$ cat config.mk
export PLATFORM = sky130hd
export DESIGN_NAME = v_upd_ingress_flat
export DESIGN_NICKNAME = d
export VERILOG_FILES = /design/src/rtl/v_upd_ingress_pkg.sv /design/src/rtl/v_upd_ingress_if.sv /design/src/rtl/v_upd_fifo.sv /design/src/rtl/v_upd_ingress.sv /design/src/flat_wrapper.sv
export SDC_FILE = /design/constraint.sdc
export NUM_CORES = 1
export LEC_CHECK = 0
export ABC_AREA = 1
export CORE_MARGIN = 4
export CORE_UTILIZATION = 61
export CTS_BUF_LIST = sky130_fd_sc_hd__clkbuf_2 sky130_fd_sc_hd__clkbuf_4 sky130_fd_sc_hd__clkbuf_8
export DETAILED_ROUTE_END_ITERATION = 16
export MAX_ROUTING_LAYER = met4
export PLACE_DENSITY = 0.91
export SYNTH_ARGS = -nofsm -noshare
export SYNTH_HDL_FRONTEND = slang
export SYNTH_SLANG_ARGS = --single-unit
$ cat constraint.sdc
create_clock -name clk -period 3.6 [get_ports clk]
set_clock_uncertainty 0.05 [all_clocks]
set_input_delay 0.72 -clock clk [delete_from_list [all_inputs] [get_ports clk]]
set_output_delay 0.72 -clock clk [all_outputs]
set_load 0.01 [all_outputs]
$ cat src/rtl/v_upd_ingress_pkg.sv
// Shared types for the update-pipe ingress: command encoding, field widths and the FIFO word.
package v_pkg;

  typedef logic [3:0]  id_t;
  typedef logic [15:0] key_t;
  typedef logic [7:0]  size_t;

  typedef enum logic [1:0] {
    CMD_NOP     = 2'd0,
    CMD_INSERT  = 2'd1,
    CMD_DELETE  = 2'd2,
    CMD_REPLACE = 2'd3
  } cmd_t;

  localparam int unsigned UPD_HAZARD_WIN = 3;

  typedef struct packed {
    id_t   prod_id;
    cmd_t  cmd;
    key_t  key;
    size_t size;
  } upd_t;

endpackage

$ cat src/rtl/v_upd_ingress_if.sv
// Producer handshake and update-bus signals of the ingress stage, named from the ingress point of view.
interface v_upd_ingress_if;
  import v_pkg::*;

  logic  i_in_vld;
  logic  o_in_rdy;
  id_t   i_in_prod_id;
  cmd_t  i_in_cmd;
  key_t  i_in_key;
  size_t i_in_size;

  logic  o_upd_vld;
  id_t   o_upd_prod_id;
  cmd_t  o_upd_cmd;
  key_t  o_upd_key;
  size_t o_upd_size;

  modport slave (
    input  i_in_vld, i_in_prod_id, i_in_cmd, i_in_key, i_in_size,
    output o_in_rdy,
    output o_upd_vld, o_upd_prod_id, o_upd_cmd, o_upd_key, o_upd_size
  );

  modport master (
    output i_in_vld, i_in_prod_id, i_in_cmd, i_in_key, i_in_size,
    input  o_in_rdy,
    input  o_upd_vld, o_upd_prod_id, o_upd_cmd, o_upd_key, o_upd_size
  );

endinterface

$ cat src/rtl/v_upd_fifo.sv
// Flop-array FIFO of update commands; head is presented combinationally from the read pointer.
module v_upd_fifo
  import v_pkg::*;
#(
  parameter int unsigned DEPTH = 8
) (
  input  logic                       clk,
  input  logic                       rst,
  input  logic                       i_push,
  input  upd_t                       i_data,
  input  logic                       i_pop,
  output upd_t                       o_head,
  output logic                       o_empty,
  output logic                       o_full,
  output logic [$clog2(DEPTH+1)-1:0] o_count
);

  localparam int unsigned AW = $clog2(DEPTH);
  localparam int unsigned CW = $clog2(DEPTH + 1);

  upd_t           r_mem [DEPTH];
  logic [AW-1:0]  r_wr_ptr;
  logic [AW-1:0]  r_rd_ptr;
  logic [CW-1:0]  r_count;
  logic           w_do_push;
  logic           w_do_pop;

  assign w_do_push = i_push && (r_count != CW'(DEPTH));
  assign w_do_pop  = i_pop && (r_count != '0);

  always_ff @(posedge clk) begin
    if (w_do_push) begin
      r_mem[r_wr_ptr] <= i_data;
    end
  end

  // DEPTH is a power of two, so pointer wrap is plain binary overflow.
  always_ff @(posedge clk or negedge rst) begin
    if (!rst) begin
      r_wr_ptr <= '0;
      r_rd_ptr <= '0;
      r_count  <= '0;
    end else begin
      if (w_do_push) begin
        r_wr_ptr <= r_wr_ptr + AW'(1);
      end
      if (w_do_pop) begin
        r_rd_ptr <= r_rd_ptr + AW'(1);
      end
      case ({w_do_push, w_do_pop})
        2'b10:   r_count <= r_count + CW'(1);
        2'b01:   r_count <= r_count - CW'(1);
        default: r_count <= r_count;
      endcase
    end
  end

  assign o_head  = r_mem[r_rd_ptr];
  assign o_empty = (r_count == '0);
  assign o_full  = (r_count == CW'(DEPTH));
  assign o_count = r_count;

endmodule

$ cat src/rtl/v_upd_ingress.sv
// Ingress stage ahead of the update pipe: buffers producer commands, issues them in order and
// keeps a per-context hazard window so one prod_id is not re-issued within HAZARD_WIN cycles.
module v_upd_ingress
  import v_pkg::*;
#(
  parameter int unsigned DEPTH      = 8,
  parameter int unsigned HAZARD_WIN = UPD_HAZARD_WIN
) (
  input  logic                       clk,
  input  logic                       rst,
  v_upd_ingress_if.slave             bus,
  output logic                       o_hazard_stall,
  output logic [$clog2(DEPTH+1)-1:0] o_occ
);

  localparam int unsigned HD = (HAZARD_WIN > 0) ? HAZARD_WIN : 1;

  if ((DEPTH < 2) || ((DEPTH & (DEPTH - 1)) != 0)) begin : g_bad_depth
    $error("v_upd_ingress: DEPTH must be a power of 2 and >= 2");
  end

  upd_t  w_in;
  upd_t  w_head;
  logic  w_empty;
  logic  w_full;
  logic  w_push;
  logic  w_pop;
  logic  w_blocked;

  // Stage 0 of the history is the output register itself.
  logic  r_hist_vld [HD];
  id_t   r_hist_id  [HD];
  cmd_t  r_upd_cmd;
  key_t  r_upd_key;
  size_t r_upd_size;

  assign w_in = '{prod_id: bus.i_in_prod_id, cmd: bus.i_in_cmd,
                  key: bus.i_in_key, size: bus.i_in_size};

  assign bus.o_in_rdy = !w_full;
  assign w_push       = bus.i_in_vld && !w_full && (bus.i_in_cmd != CMD_NOP);

  v_upd_fifo #(
    .DEPTH (DEPTH)
  ) u_fifo (
    .clk     (clk),
    .rst     (rst),
    .i_push  (w_push),
    .i_data  (w_in),
    .i_pop   (w_pop),
    .o_head  (w_head),
    .o_empty (w_empty),
    .o_full  (w_full),
    .o_count (o_occ)
  );

  always_comb begin
    w_blocked = 1'b0;
    for (int unsigned k = 0; k < HAZARD_WIN; k++) begin
      if (r_hist_vld[k] && (r_hist_id[k] == w_head.prod_id)) begin
        w_blocked = 1'b1;
      end
    end
  end

  assign w_pop          = !w_empty && !w_blocked;
  assign o_hazard_stall = !w_empty && w_blocked;

  always_ff @(posedge clk or negedge rst) begin
    if (!rst) begin
      for (int unsigned k = 0; k < HD; k++) begin
        r_hist_vld[k] <= 1'b0;
        r_hist_id[k]  <= '0;
      end
      r_upd_cmd  <= CMD_NOP;
      r_upd_key  <= '0;
      r_upd_size <= '0;
    end else begin
      r_hist_vld[0] <= w_pop;
      if (w_pop) begin
        r_hist_id[0] <= w_head.prod_id;
        r_upd_cmd    <= w_head.cmd;
        r_upd_key    <= w_head.key;
        r_upd_size   <= w_head.size;
      end
      for (int unsigned k = 1; k < HD; k++) begin
        r_hist_vld[k] <= r_hist_vld[k-1];
        r_hist_id[k]  <= r_hist_id[k-1];
      end
    end
  end

  assign bus.o_upd_vld     = r_hist_vld[0];
  assign bus.o_upd_prod_id = r_hist_id[0];
  assign bus.o_upd_cmd     = r_upd_cmd;
  assign bus.o_upd_key     = r_upd_key;
  assign bus.o_upd_size    = r_upd_size;

endmodule

$ cat src/flat_wrapper.sv
// flat-port wrapper written by rule: the top's interface ports become plain ports
module v_upd_ingress_flat import v_pkg::*;
#(
  parameter int unsigned DEPTH      = 8,
  parameter int unsigned HAZARD_WIN = UPD_HAZARD_WIN
)
  (clk, rst, o_hazard_stall, o_occ, bus_i_in_vld, bus_i_in_prod_id, bus_i_in_cmd, bus_i_in_key, bus_i_in_size, bus_o_in_rdy, bus_o_upd_vld, bus_o_upd_prod_id, bus_o_upd_cmd, bus_o_upd_key, bus_o_upd_size);
  v_upd_ingress_if bus_i ();
  input  logic clk;
  input  logic rst;
  output logic o_hazard_stall;
  output logic [$clog2(DEPTH+1)-1:0] o_occ;
  input wire logic [$bits(bus_i.i_in_vld)-1:0] bus_i_in_vld;
  input wire logic [$bits(bus_i.i_in_prod_id)-1:0] bus_i_in_prod_id;
  input wire logic [$bits(bus_i.i_in_cmd)-1:0] bus_i_in_cmd;
  input wire logic [$bits(bus_i.i_in_key)-1:0] bus_i_in_key;
  input wire logic [$bits(bus_i.i_in_size)-1:0] bus_i_in_size;
  output wire logic [$bits(bus_i.o_in_rdy)-1:0] bus_o_in_rdy;
  output wire logic [$bits(bus_i.o_upd_vld)-1:0] bus_o_upd_vld;
  output wire logic [$bits(bus_i.o_upd_prod_id)-1:0] bus_o_upd_prod_id;
  output wire logic [$bits(bus_i.o_upd_cmd)-1:0] bus_o_upd_cmd;
  output wire logic [$bits(bus_i.o_upd_key)-1:0] bus_o_upd_key;
  output wire logic [$bits(bus_i.o_upd_size)-1:0] bus_o_upd_size;
  assign bus_i.i_in_vld = bus_i_in_vld;
  assign bus_i.i_in_prod_id = bus_i_in_prod_id;
  assign bus_i.i_in_cmd = bus_i_in_cmd;
  assign bus_i.i_in_key = bus_i_in_key;
  assign bus_i.i_in_size = bus_i_in_size;
  assign bus_o_in_rdy = bus_i.o_in_rdy;
  assign bus_o_upd_vld = bus_i.o_upd_vld;
  assign bus_o_upd_prod_id = bus_i.o_upd_prod_id;
  assign bus_o_upd_cmd = bus_i.o_upd_cmd;
  assign bus_o_upd_key = bus_i.o_upd_key;
  assign bus_o_upd_size = bus_i.o_upd_size;
  v_upd_ingress #(.DEPTH(DEPTH), .HAZARD_WIN(HAZARD_WIN)) u_core (.clk(clk), .rst(rst), .bus(bus_i), .o_hazard_stall(o_hazard_stall), .o_occ(o_occ));
endmodule
==> run summary, run 1 <==
Max VDD drop = 0.694 mV
half-perimeter wire length after placement = 15.1 mm
final hold violation count = 0
Initial Util = 0.623
final non-filler cell area = 13600 µm²
grt ovf = 0
Initial DRC Count = 912
worst-margin pin slew = 1040 ps
Seq/Total Area, Yosys = 0.725
via count = 7960
CTS Root Cell = clkbuf_8
Clk pin slew, worst setup/hold paths = 60 ps
WS Path Type = reg -> out
Max-Cap Viols = 0
Yosys top cell by area = edfxtp_1
setup TNS = 0 ps
clock group share of total power = 0.215
synthesized area = 11700 µm²
drt total wl = 26.9 mm
R2R cell count = 19
die height = 146 µm
required time worst endpoint = 2830 ps
status = finished clean
GRT busiest layer = met2
largest net degree at the start of global routing = 102
H-tree depth = 2
IO Count = 70
Net Count, Synth = 1010
area taken by multi-input logic gates = 2790 µm²
first-pass GRT wire length = 42.4 mm
register area = 8490 µm²
startpoint type of the worst setup path = flip-flop
GRT Total Usage = 0.259
fmax = 295 MHz
DRC viols = 0
RSZ-0062 raised after global routing = false
top cells by area, synth = edfxtp_1 (62%), dfrtp_1 (11%), nand2_1 (7.8%)
CP cell instances = inv_4, nand3_1, nand2_2, o21ai_1, nor2_1, nand2_1, nor2_4, o21ai_0, inv_1, dlygate4sd2_1
fin nets = 1100
slowest CP cell = dfrtp_1
worst hold-check path type = in -> async
Net Switching = 0.00501 W
Final min period = 3390 ps
Max Transition Viols Final = 0
Inserted Diodes = 0
synthesis-to-finish area growth = 16.5%
power density of the placed cells = 932 nW/µm²
Syn. warnings = 0
Site Rows = 50
crit path buf inv count = 3
delay-heaviest family, CP = simple AND/OR/NAND/NOR gates
vias in the first global route = 8109
die area = 21400 µm²
Mapped Cells = 971
Worst Path Arrival = 2620 ps
Layout Utilization = 0.726
critical-path maximum fanout = 23
reg2reg setup slack = 360 ps
flops & latches, synth = 291
FILL cells = 1168
Core Footprint = 18800 µm²
Sink Count = 291
met2 Usage GRT = 0.424
met1 usage = 0.323
Worst path max stage delay = 490 ps
Setup violations, final = 0
Worst R2R Start = u_core.u_fifo.r_rd_ptr[0]
Syn Area/Cell = 12.0 µm²
Synth top area share = 0.616
sw frac = 0.395
Yosys cell types = 31
RePlAce Congestion = 0.867
Routed Antenna Nets = 0
Combinational Power Share = 0.419
latest clock arrival within the worst-skew pair = 560 ps
M3 GR Usage = 0.0543
register share of total power = 0.366
clock buffer depth = 3
TritonRoute pass-1 iters = 5
RR Endpoint = u_core.u_fifo.o_count[3]
Slew headroom = 0.307
crit path from = u_core.u_fifo.r_rd_ptr[2]
final worst path period share = 0.941
width of the die = 146 µm
Port Buffers = 69
DR WL/cell = 20.2 µm
Vias/cell = 5.98
fraction of layout instances using a drive strength above 1 = 0.123
leak pwr = 5.22 nW
Worst setup EP type = output pin
Tot Pwr = 0.0127 W
Pint = 0.00768 W
Area after DPL = 12700 µm²
TritonCTS clock tree = yes
CTS buffer count = 44
initial antenna violation count = 0
==> layout by cell type (no fill, tap or decap), types with 10 or more instances in the layout <==
cell type	netlist	layout
a21oi_1	26	26
a32o_1	26	26
buf_4	7	30
clkbuf_4	0	19
clkbuf_8	0	46
clkdlybuf4s50_1	0	67
clkinv_2	0	10
dfrtp_1	51	50
edfxtp_1	240	240
inv_1	50	50
nand2_1	243	243
nand3_1	64	63
nor2_1	73	65
nor2_4	1	10
o21ai_0	82	82
o22ai_1	26	26
==> logic make-up (layout without fill, tap and decap cells) <==
family / Yosys count / after routing / share of synthesized area
compound gates: 163 / 163 / 0.0839
buf+inv: 112 / 238 / 0.0417
simple gates: 393 / 393 / 0.137
xor+xnor: 6 / 6 / 0.00449
fa+ha+maj: 6 / 6 / 0.00706
flops: 291 / 291 / 0.725
==> flip-flops by register name (all words and copies together) (netlist names), 3 cells and up <==
name,cells
u_core.r_hist_id,8
u_core.u_fifo.r_wr_ptr,3
u_core.bus.o_upd_key,16
u_core.u_fifo.r_rd_ptr,3
u_core.bus.o_upd_prod_id,4
u_core.u_fifo.r_mem,240
u_core.u_fifo.o_count,4
u_core.bus.o_upd_size,8
==> metrics by stage <==
stage / setup slack [ps] / hold slack [ps] / cells
2_1_floorplan: 487 / 304 / 971
3_3_place_gp: 360 / 317 / 1245
3_5_place_dp: 259 / 315 / 1245
4_1_cts: 211 / 216 / 1331
5_1_grt: 13.9 / 268 / 1331
6_report: 213 / 214 / 1331
==> power groups by stage <==
stage                     Sequential [W]  Combinational [W]  Clock (W)
after CTS                        0.00463            0.00527    0.00276
after detailed placement         0.00470            0.00513          0
final                            0.00465            0.00532    0.00272
after global routing             0.00470            0.00591    0.00293
after floorplan                  0.00469            0.00347          0
after global placement           0.00468            0.00487          0
==> final cells by class <==
cell class,count,share of cell area
clock inverters,17,0.00873
repair buffers,102,0.0688
flip-flops and latches,291,0.623
clock buffers,65,0.0570
inverters,54,0.0158
well taps,234,0.0215
multi-input cells,568,0.205
==> cells in the mapped netlist <==
cell        n
edfxtp_1  240
nand3_1    64
and2_1      1
buf_6       4
o21ai_0    82
a32o_1     26
clkbuf_1   24
inv_1      50
nand4_1     1
nor2_1     73
buf_1      14
xnor2_1     1
o22ai_1    26
nor2_4      1
ha_1        5
a211oi_1    1
buf_4       7
nand2_1   243
nand3b_1    3
inv_2       4
nand4_2     1
o21ai_1     2
nor2_2      1
buf_2       9
dfrtp_1    51
or2_2       1
fa_1        1
xor2_1      5
a21oi_1    26
nand2_2     3
nand3_2     1
==> routing by layer <==
metal / vias up / share of wire
met5: - / 0
met4: 0 / 0.027
met3: 78 / 0.097
met2: 474 / 0.50
met1: 3823 / 0.38
li1: 3585 / -
==> worst max path at each step <==
stage                                end  cells after the start  slack [ps]
4_1_cts                   o_hazard_stall                     13         210
3_3_place_gp    u_core.u_fifo.o_count[3]                     13         360
3_5_place_dp    u_core.u_fifo.o_count[3]                     13         260
6_report                  o_hazard_stall                     10         210
5_1_grt                   o_hazard_stall                     14          10
2_1_floorplan  u_core.u_fifo.r_mem[0][0]                      5         490
==> repair_timing <==
action                                  4_1_cts  5_1_grt
endpoints found under the setup margin        1        1
resized for setup                             7        3
hold buffers                                  0        0
buffers inserted                              4        0
(Power assumes the default switching activity.)
==> run 2, diff against run 1 <==
Settings changed: CTS_CLUSTER_SIZE set to 16, SKIP_CTS_REPAIR_TIMING set to 1.
==> run summary, run 2 (synthesis results as in run 1) <==
slowest CP cell = dfrtp_4
Site Rows = 50
FILL cells = 1165
Max Transition Viols Final = 0
Combinational Power Share = 0.419
Routed Antenna Nets = 0
die area = 21400 µm²
fraction of layout instances using a drive strength above 1 = 0.125
CTS Root Cell = clkbuf_8
Area after DPL = 12700 µm²
RePlAce Congestion = 0.867
TritonRoute pass-1 iters = 5
Initial Util = 0.623
startpoint type of the worst setup path = flip-flop
sw frac = 0.395
CP cell instances = buf_8, nand2_1, nand3_1, nand3_1, nand2_1, nand2_1, nand2_1, nor2_1, nand2_1, nor2_4, o21ai_0, inv_1, dlymetal6s2s_1
DRC viols = 0
register share of total power = 0.366
fin nets = 1099
Vias/cell = 5.99
first-pass GRT wire length = 42.0 mm
final non-filler cell area = 13600 µm²
reg2reg setup slack = 350 ps
power density of the placed cells = 932 nW/µm²
vias in the first global route = 8065
R2R cell count = 19
Layout Utilization = 0.727
critical-path maximum fanout = 13
worst hold-check path type = in -> async
Core Footprint = 18800 µm²
Initial DRC Count = 930
worst-margin pin slew = 1040 ps
Max-Cap Viols = 0
Worst Path Arrival = 2530 ps
Inserted Diodes = 0
half-perimeter wire length after placement = 15.1 mm
Setup violations, final = 0
Pint = 0.00769 W
Worst setup EP type = output pin
clock buffer depth = 3
cell mode on critical path = nand2_1
RSZ-0062 raised after global routing = false
capture point of the worst path = o_hazard_stall
via count = 7962
TritonCTS clock tree = yes
Clk pin slew, worst setup/hold paths = 60 ps
DR WL/cell = 20.2 µm
leak pwr = 5.24 nW
commonest non-fill, non-tap cells in the layout = nand2_1 (242), edfxtp_1 (240), o21ai_0 (82)
Slew headroom = 0.306
die height = 146 µm
commonest non-fill, non-tap cell in the layout = nand2_1
final hold violation count = 0
GRT Total Usage = 0.257
max FFs per register = 240
clock group share of total power = 0.214
Biggest register = u_core.u_fifo.r_mem
H-tree depth = 2
width of the die = 146 µm
final worst path period share = 0.916
CTS buffer count = 44
fmax = 303 MHz
Final min period = 3300 ps
Max VDD drop = 0.740 mV
synthesis-to-finish area growth = 16.6%
grt ovf = 0
initial antenna violation count = 0
WS Path Type = reg -> out
required time worst endpoint = 2830 ps
crit path from = u_core.u_fifo.r_rd_ptr[0]
Worst path max stage delay = 560 ps
status = finished clean
drt total wl = 26.8 mm
Sink Count = 291
Port Buffers = 69
Worst R2R Start = u_core.u_fifo.r_rd_ptr[0]
latest clock arrival within the worst-skew pair = 570 ps
RR Endpoint = u_core.u_fifo.o_count[3]
Net Switching = 0.00502 W
IO Count = 70
largest net degree at the start of global routing = 102
==> run 2: cell types whose count changed in the layout (fill, tap and decap cells not counted), sizes merged <==
cell          delta
clkinv           +1
dlygate4sd2      -1
dlymetal6s2s     +1
buf              -2
inv              -1
clkbuf           +1
==> run 2: metrics by stage <==
stage / setup slack [ps] / hold WS (ps) / TNS, ps / power (W) / instances
floorplan: 487 / 304 / 0 / 0.00817 / 971
global placement: 360 / 317 / 0 / 0.00955 / 1245
detailed placement: 259 / 315 / 0 / 0.00983 / 1245
CTS: -306 / 216 / -306 / 0.0126 / 1327
global route: 120 / 268 / 0 / 0.0136 / 1330
finish: 301 / 212 / 0 / 0.0127 / 1330
==> run 2: how the worst min path moves through the flow <==
stage                         from                  endpoint  cells after the start
5_1_grt                        rst  u_core.bus.o_upd_key[13]                      1
6_report                       rst  u_core.bus.o_upd_key[13]                      1
3_5_place_dp   u_core.r_hist_id[6]       u_core.r_hist_id[2]                      0
2_1_floorplan  u_core.r_hist_id[6]       u_core.r_hist_id[2]                      0
3_3_place_gp   u_core.r_hist_id[6]       u_core.r_hist_id[2]                      0
4_1_cts                        rst  u_core.bus.o_upd_key[13]                      1
==> run 2: cell type report <==
| class | count | area [µm²] | area share |
|---|---|---|---|
| inverters | 54 | 220 | 0.0161 |
| clock buffers | 65 | 776 | 0.0569 |
| flip-flops and latches | 291 | 8490 | 0.622 |
| multi-input cells | 568 | 2800 | 0.206 |
| well taps | 234 | 293 | 0.0215 |
| clock inverters | 17 | 119 | 0.00872 |
| repair buffers | 101 | 940 | 0.0689 |
==> run 2: per-layer routing <==
metal  vias to the layer above  global-route usage  wire length (µm)
li1                       3590                   -                 -
met1                      3819               0.320             10100
met2                       484               0.422             13500
met3                        69              0.0528              2590
met4                         0              0.0945               586
met5                         -                   -                 0
==> run 2: critical path: cells and delay by family (launching register included) <==
family / cells / cell delay [ps]
AOI/OAI and AO/OA: 1 / 100
and+or+nand+nor: 9 / 880
DFF: 1 / 560
buffers and inverters: 3 / 430
==> run 2: power by group through the flow <==
stage | Clock [W] | Combinational (W) | Sequential (W)
6_report | 0.00272 | 0.00533 | 0.00466
5_1_grt | 0.00292 | 0.00592 | 0.00471
4_1_cts | 0.00276 | 0.00520 | 0.00465
3_5_place_dp | 0 | 0.00513 | 0.00470
3_3_place_gp | 0 | 0.00487 | 0.00468
2_1_floorplan | 0 | 0.00347 | 0.00469
